$ cat src/rtl/mdu_sched.sv
// Shared multiply/divide unit for the two issue slots: arbitrates requests,
// sequences a single-cycle multiply or a bit-serial restoring divide, and owns HI/LO.
module mdu_sched #(
    parameter int DIV_ITERS = 32
) (
    input  logic        clk,
    input  logic        rst,
    input  logic        req0_valid,
    input  logic [1:0]  req0_op,
    input  logic [31:0] req0_a,
    input  logic [31:0] req0_b,
    input  logic        req1_valid,
    input  logic [1:0]  req1_op,
    input  logic [31:0] req1_a,
    input  logic [31:0] req1_b,
    input  logic        flush,
    output logic        grant0,
    output logic        grant1,
    output logic        busy,
    output logic        done_valid,
    output logic        done_slot,
    output logic [31:0] hi,
    output logic [31:0] lo
);

    typedef enum logic [2:0] {IDLE, MUL, DIV_RUN, DIV_FIX, DONE} state_t;

    localparam logic [5:0] LAST_ITER = 6'(DIV_ITERS - 1);

    state_t      state;
    logic [1:0]  op_q;
    logic        slot_q;
    logic [31:0] a_q, b_q;
    logic [31:0] quo_q, dvs_q, rem_q;
    logic [5:0]  cnt;

    // Handshake: a request is taken in the cycle its grant is high; an
    // ungranted slot keeps valid and operands stable until it is granted.
    assign grant0 = (state == IDLE) && !flush && req0_valid;
    assign grant1 = (state == IDLE) && !flush && req1_valid && !req0_valid;
    assign busy   = (state != IDLE);

    logic        accept;
    logic [1:0]  sel_op;
    logic [31:0] sel_a, sel_b, a_mag, b_mag;

    always_comb begin
        accept = grant0 | grant1;
        sel_op = grant1 ? req1_op : req0_op;
        sel_a  = grant1 ? req1_a  : req0_a;
        sel_b  = grant1 ? req1_b  : req0_b;
        // op[0]=0 means signed (MULT/DIV): divide runs on magnitudes
        a_mag  = (!sel_op[0] && sel_a[31]) ? -sel_a : sel_a;
        b_mag  = (!sel_op[0] && sel_b[31]) ? -sel_b : sel_b;
    end

    logic [63:0] mul_a, mul_b, product;
    logic [32:0] shifted, diff;
    logic [31:0] quot_fix, rem_fix;

    always_comb begin
        // Low 64 bits of a 64x64 product are right for both signed and unsigned
        mul_a   = op_q[0] ? {32'b0, a_q} : {{32{a_q[31]}}, a_q};
        mul_b   = op_q[0] ? {32'b0, b_q} : {{32{b_q[31]}}, b_q};
        product = mul_a * mul_b;

        shifted = {rem_q, quo_q[31]};
        diff    = shifted - {1'b0, dvs_q};

        quot_fix = (!op_q[0] && (a_q[31] ^ b_q[31])) ? -quo_q : quo_q;
        rem_fix  = (!op_q[0] && a_q[31]) ? -rem_q : rem_q;
        if (b_q == 32'd0) begin
            quot_fix = 32'hFFFF_FFFF;
            rem_fix  = a_q;
        end
    end

    always_ff @(posedge clk or posedge rst) begin
        if (rst) begin
            state      <= IDLE;
            op_q       <= 2'b00;
            slot_q     <= 1'b0;
            a_q        <= '0;
            b_q        <= '0;
            quo_q      <= '0;
            dvs_q      <= '0;
            rem_q      <= '0;
            cnt        <= '0;
            hi         <= '0;
            lo         <= '0;
            done_valid <= 1'b0;
            done_slot  <= 1'b0;
        end else begin
            done_valid <= 1'b0;
            case (state)
                IDLE: begin
                    if (accept) begin
                        op_q   <= sel_op;
                        slot_q <= grant1;
                        a_q    <= sel_a;
                        b_q    <= sel_b;
                        quo_q  <= a_mag;
                        dvs_q  <= b_mag;
                        rem_q  <= '0;
                        cnt    <= '0;
                        state  <= sel_op[1] ? DIV_RUN : MUL;
                    end
                end
                MUL: begin
                    if (flush) begin
                        state <= IDLE;
                    end else begin
                        {hi, lo}   <= product;
                        done_valid <= 1'b1;
                        done_slot  <= slot_q;
                        state      <= DONE;
                    end
                end
                DIV_RUN: begin
                    if (flush) begin
                        state <= IDLE;
                    end else begin
                        // Restore when the trial subtraction goes negative
                        if (!diff[32]) begin
                            rem_q <= diff[31:0];
                            quo_q <= {quo_q[30:0], 1'b1};
                        end else begin
                            rem_q <= shifted[31:0];
                            quo_q <= {quo_q[30:0], 1'b0};
                        end
                        cnt <= cnt + 6'd1;
                        if (cnt == LAST_ITER) state <= DIV_FIX;
                    end
                end
                DIV_FIX: begin
                    if (flush) begin
                        state <= IDLE;
                    end else begin
                        hi         <= rem_fix;
                        lo         <= quot_fix;
                        done_valid <= 1'b1;
                        done_slot  <= slot_q;
                        state      <= DONE;
                    end
                end
                DONE:    state <= IDLE;
                default: state <= IDLE;
            endcase
        end
    end

endmodule

$ cat config.mk
export PLATFORM = sky130hd
export DESIGN_NAME = mdu_sched
export DESIGN_NICKNAME = d
export VERILOG_FILES = /design/src/rtl/mdu_sched.sv
export SDC_FILE = /design/constraint.sdc
export NUM_CORES = 2
export LEC_CHECK = 0
export BUFFER_PORTS_ARGS = -buffer_cell sky130_fd_sc_hd__clkbuf_2
export CORE_ASPECT_RATIO = 1.75
export CORE_MARGIN = 1.5
export CORE_UTILIZATION = 56
export DETAILED_ROUTE_END_ITERATION = 8
export PLACE_DENSITY = 0.73
export SYNTH_ARGS = -nofsm -noshare
export SYNTH_HDL_FRONTEND = slang
export SYNTH_SLANG_ARGS = --single-unit
$ cat constraint.sdc
create_clock -name clk -period 11.2 [get_ports clk]
set_input_delay 0.56 -clock clk [delete_from_list [all_inputs] [get_ports clk]]
set_output_delay 0.56 -clock clk [all_outputs]
set_load 0.02 [all_outputs]
==> summary.md <==
| Metric | Value |
|---|---|
| #FFs+latches synth | 236 |
| R2R setup slack | roughly 0.95 ns |
| GPL Wtd Cong | between 0.9 and 1 |
| HP Class | primary input to asynchronous set/reset pin |
| Area contributors post-synth | fa_1 45%, inv_1 9.4%, dfrtp_1 9.3% |
| Worst Path Required | 11.71 ns |
| Crit-path max FO | 27 |
| CP peak stage delay | 1.33 ns |
| Most numerous cell in the Yosys netlist | inv_1 |
| Resized Gates After CTS | 0 |
| Cell mode on critical path | fa_1 |
| DRT iter0 DRCs | ~3,800 |
| DR pass1 iterations | 6 |
| Routed len/inst | 23.85 um |
| Die Ht | between 400 and 500 um |
| Core Area | 112,600 um2 |
| Max Cap Viol | 0 |
| RSZ-0062 raised after global routing | no |
| CP Launch Type | flip-flop |
| Crit-path slowest cell | dfrtp_1 |
| Routed Antenna Nets | 0 |
| Fin Setup TNS | 0 ns |
| Slew Limit Headroom | 0.01306 |
| Yosys warnings | 0 |
| Utilization after layout | 0.5935 |
| Total track usage | 0.3663 |
| Netlist cell types | 82 |
| Die footprint | roughly 120,000 um2 |
| Clk slew on worst S/H paths | 0.06 ns |
| HPWL Detailed | 166,100 um |
| Setup CP Type | flip-flop to flip-flop |
| H-tree Lvls | 1 |
| Total CTS buffers | 31 |
| Clock Tree Root | clkbuf_16 |
| Final max-slew violation count | 0 |
| Max Clock Skew | approximately 0.028 ns |
| EDFF count, synth | 0 |
| Global route overflow | 0 |
| # nets final | around 9,000 |
| First-pass GRT wire length | 314,700 um |
| Top cell type by total area after synthesis | fa_1 |
| Row count | 163 |
| IO Count | 206 |
| Seq/Total Area, Yosys | 0.09317 |
| Mapped Cells | 7,029 |
| Die Wd | 257.3 um |
| Max Root-Sink Buffers | 3 |
| Met3 Track Usage GR | 0.04614 |
| Worst EP arrival | 10.76 ns |
| Hold Fails Final Rpt | 0 |
| Commonest cells in the synthesized netlist | 1,580 x inv_1, 1,420 x fa_1, 851 x nand2_1 |
| Initial antenna violation count | 12 |
| Largest net degree at the start of global routing | 101 |
| Grt met2 use | 0.6354 |
| Mapped Avg Cell Area | ~9.0 um2 |
| DR vias/cell | slightly below 6 |
| # setup viols final | 0 |
| Synthesized area | 63,390 um2 |
| Routed via count | 49,410 |
| Final period util | 0.9155 |
| WL final | approximately 200,000 um |
| Number of global-route vias before repair | 54,400 |
| Post-CTS setup repair buffer count | 0 |
| Reg2reg end | hi[27] |
| Worst reg2reg path depth | 29 |
| TritonCTS Sinks | 236 |
| Worst reg2reg path startpoint | b_q[15] |
| Synth-to-Final Area Change | 5.402% |
| Later-pin clock latency in the skew report | 0.63 ns |
| Initial Util | 0.5631 |
| Crit. End Element | flip-flop |
| Syn nets | 8,932 |
| Tmin final | 10.25 ns |
| Post-synth top area share | 0.4485 |
| GR Util met1 | 0.4142 |
| Asr flop ratio synth | 1.000 |
| Least-Margin Pin Slew | 1.480 ns |
| CTS tree | done |
| IO buf count | a little over 200 |
| Share of layout cells above drive strength 1 | 0.05827 |
| Worst hold margin | 0.04427 ns |
| Max Clk Rate | 97.52 MHz |
| Post-synth top flop | dfrtp_1 |
| # hold bufs at CTS | 0 |
| GRT busiest layer | met2 |
| Status | finished clean |
| Remaining DRCs | 0 |
-- per-stage QoR --
stage,instance area [um2],setup WS (ns),std cells
3_5_place_dp,65750,1.041,8447
5_1_grt,66800,0.7471,8506
2_1_floorplan,63390,1.455,7029
4_1_cts,66800,1.000,8504
6_report,66810,0.9460,8510
3_3_place_gp,65750,1.172,8447
-- metal layers --
metal	part of all wire	wire length, um
met5	0.00033	66
met4	0.093	18910
met3	0.065	13210
met2	0.50	102100
met1	0.34	68640
-- registers in the layout, summed over array words and instances, names as in the netlist --
register	flops
slot_q	1
lo	32
cnt	6
rem_q	32
b_q	32
hi	32
state	3
quo_q	32
done_slot	1
a_q	32
dvs_q	31
op_q	1
done_valid	1
-- critical path: cells and delay by family (launching register included) --
family | cells | cell delay, ns
adders and majority gates | 11 | 5.20
AOI/OAI and AO/OA | 7 | 2.24
DFF | 1 | 1.33
buffers and inverters | 8 | 0.85
and+or+nand+nor | 2 | 0.29
xor gates and xnor gates | 1 | 0.19
-- cell families (layout without fill, tap and decap cells) --
| logic type | Yosys count | in the layout | share of synthesized area |
|---|---|---|---|
| simple gates | 1931 | 1931 | 0.1486 |
| flops | 236 | 236 | 0.09317 |
| compound gates | 791 | 791 | 0.07574 |
| xor+xnor | 266 | 266 | 0.03687 |
| fa+ha+maj | 1770 | 1770 | 0.5174 |
| mux | 71 | 71 | 0.01125 |
| other cells | 0 | 6 | 0 |
| buf+inv | 1964 | 1954 | 0.1170 |
-- worst max path at each step --
stage	from	to	slack [ns]	depth (start not counted)
2_1_floorplan	a_q[31]	hi[31]	1.46	33
3_3_place_gp	b_q[15]	hi[27]	1.17	29
3_5_place_dp	b_q[15]	hi[27]	1.04	29
4_1_cts	b_q[15]	hi[27]	1.00	29
5_1_grt	b_q[15]	hi[27]	0.75	29
6_report	b_q[15]	hi[27]	0.95	29
-- cell type report --
type	count	area, um2
antenna	6	15.01
clock buffer	45	908.4
clock inverter	12	142.6
fill	9934	45770
inverter	1581	5944
multi-input combinational	4829	50110
sequential	236	5914
tap	1485	1858
timing repair buffer	316	1922
-- layout by cell type (no fill, tap or decap), drive strengths merged, types with 60 or more instances in the layout --
cell type / synthesis / layout
a21oi: 217 / 217
and2: 595 / 595
buf: 33 / 111
clkbuf: 350 / 250
dfrtp: 236 / 236
fa: 1420 / 1420
ha: 346 / 346
inv: 1580 / 1582
mux2i: 69 / 69
nand2: 852 / 852
nand3: 88 / 88
nor2: 168 / 168
nor3: 60 / 60
o21ai: 276 / 276
xnor2: 153 / 153
xor2: 113 / 113
Power is left out: the tool's default activity adds up to more than one toggle a clock period on the data nets, which glitch-free logic cannot reach.
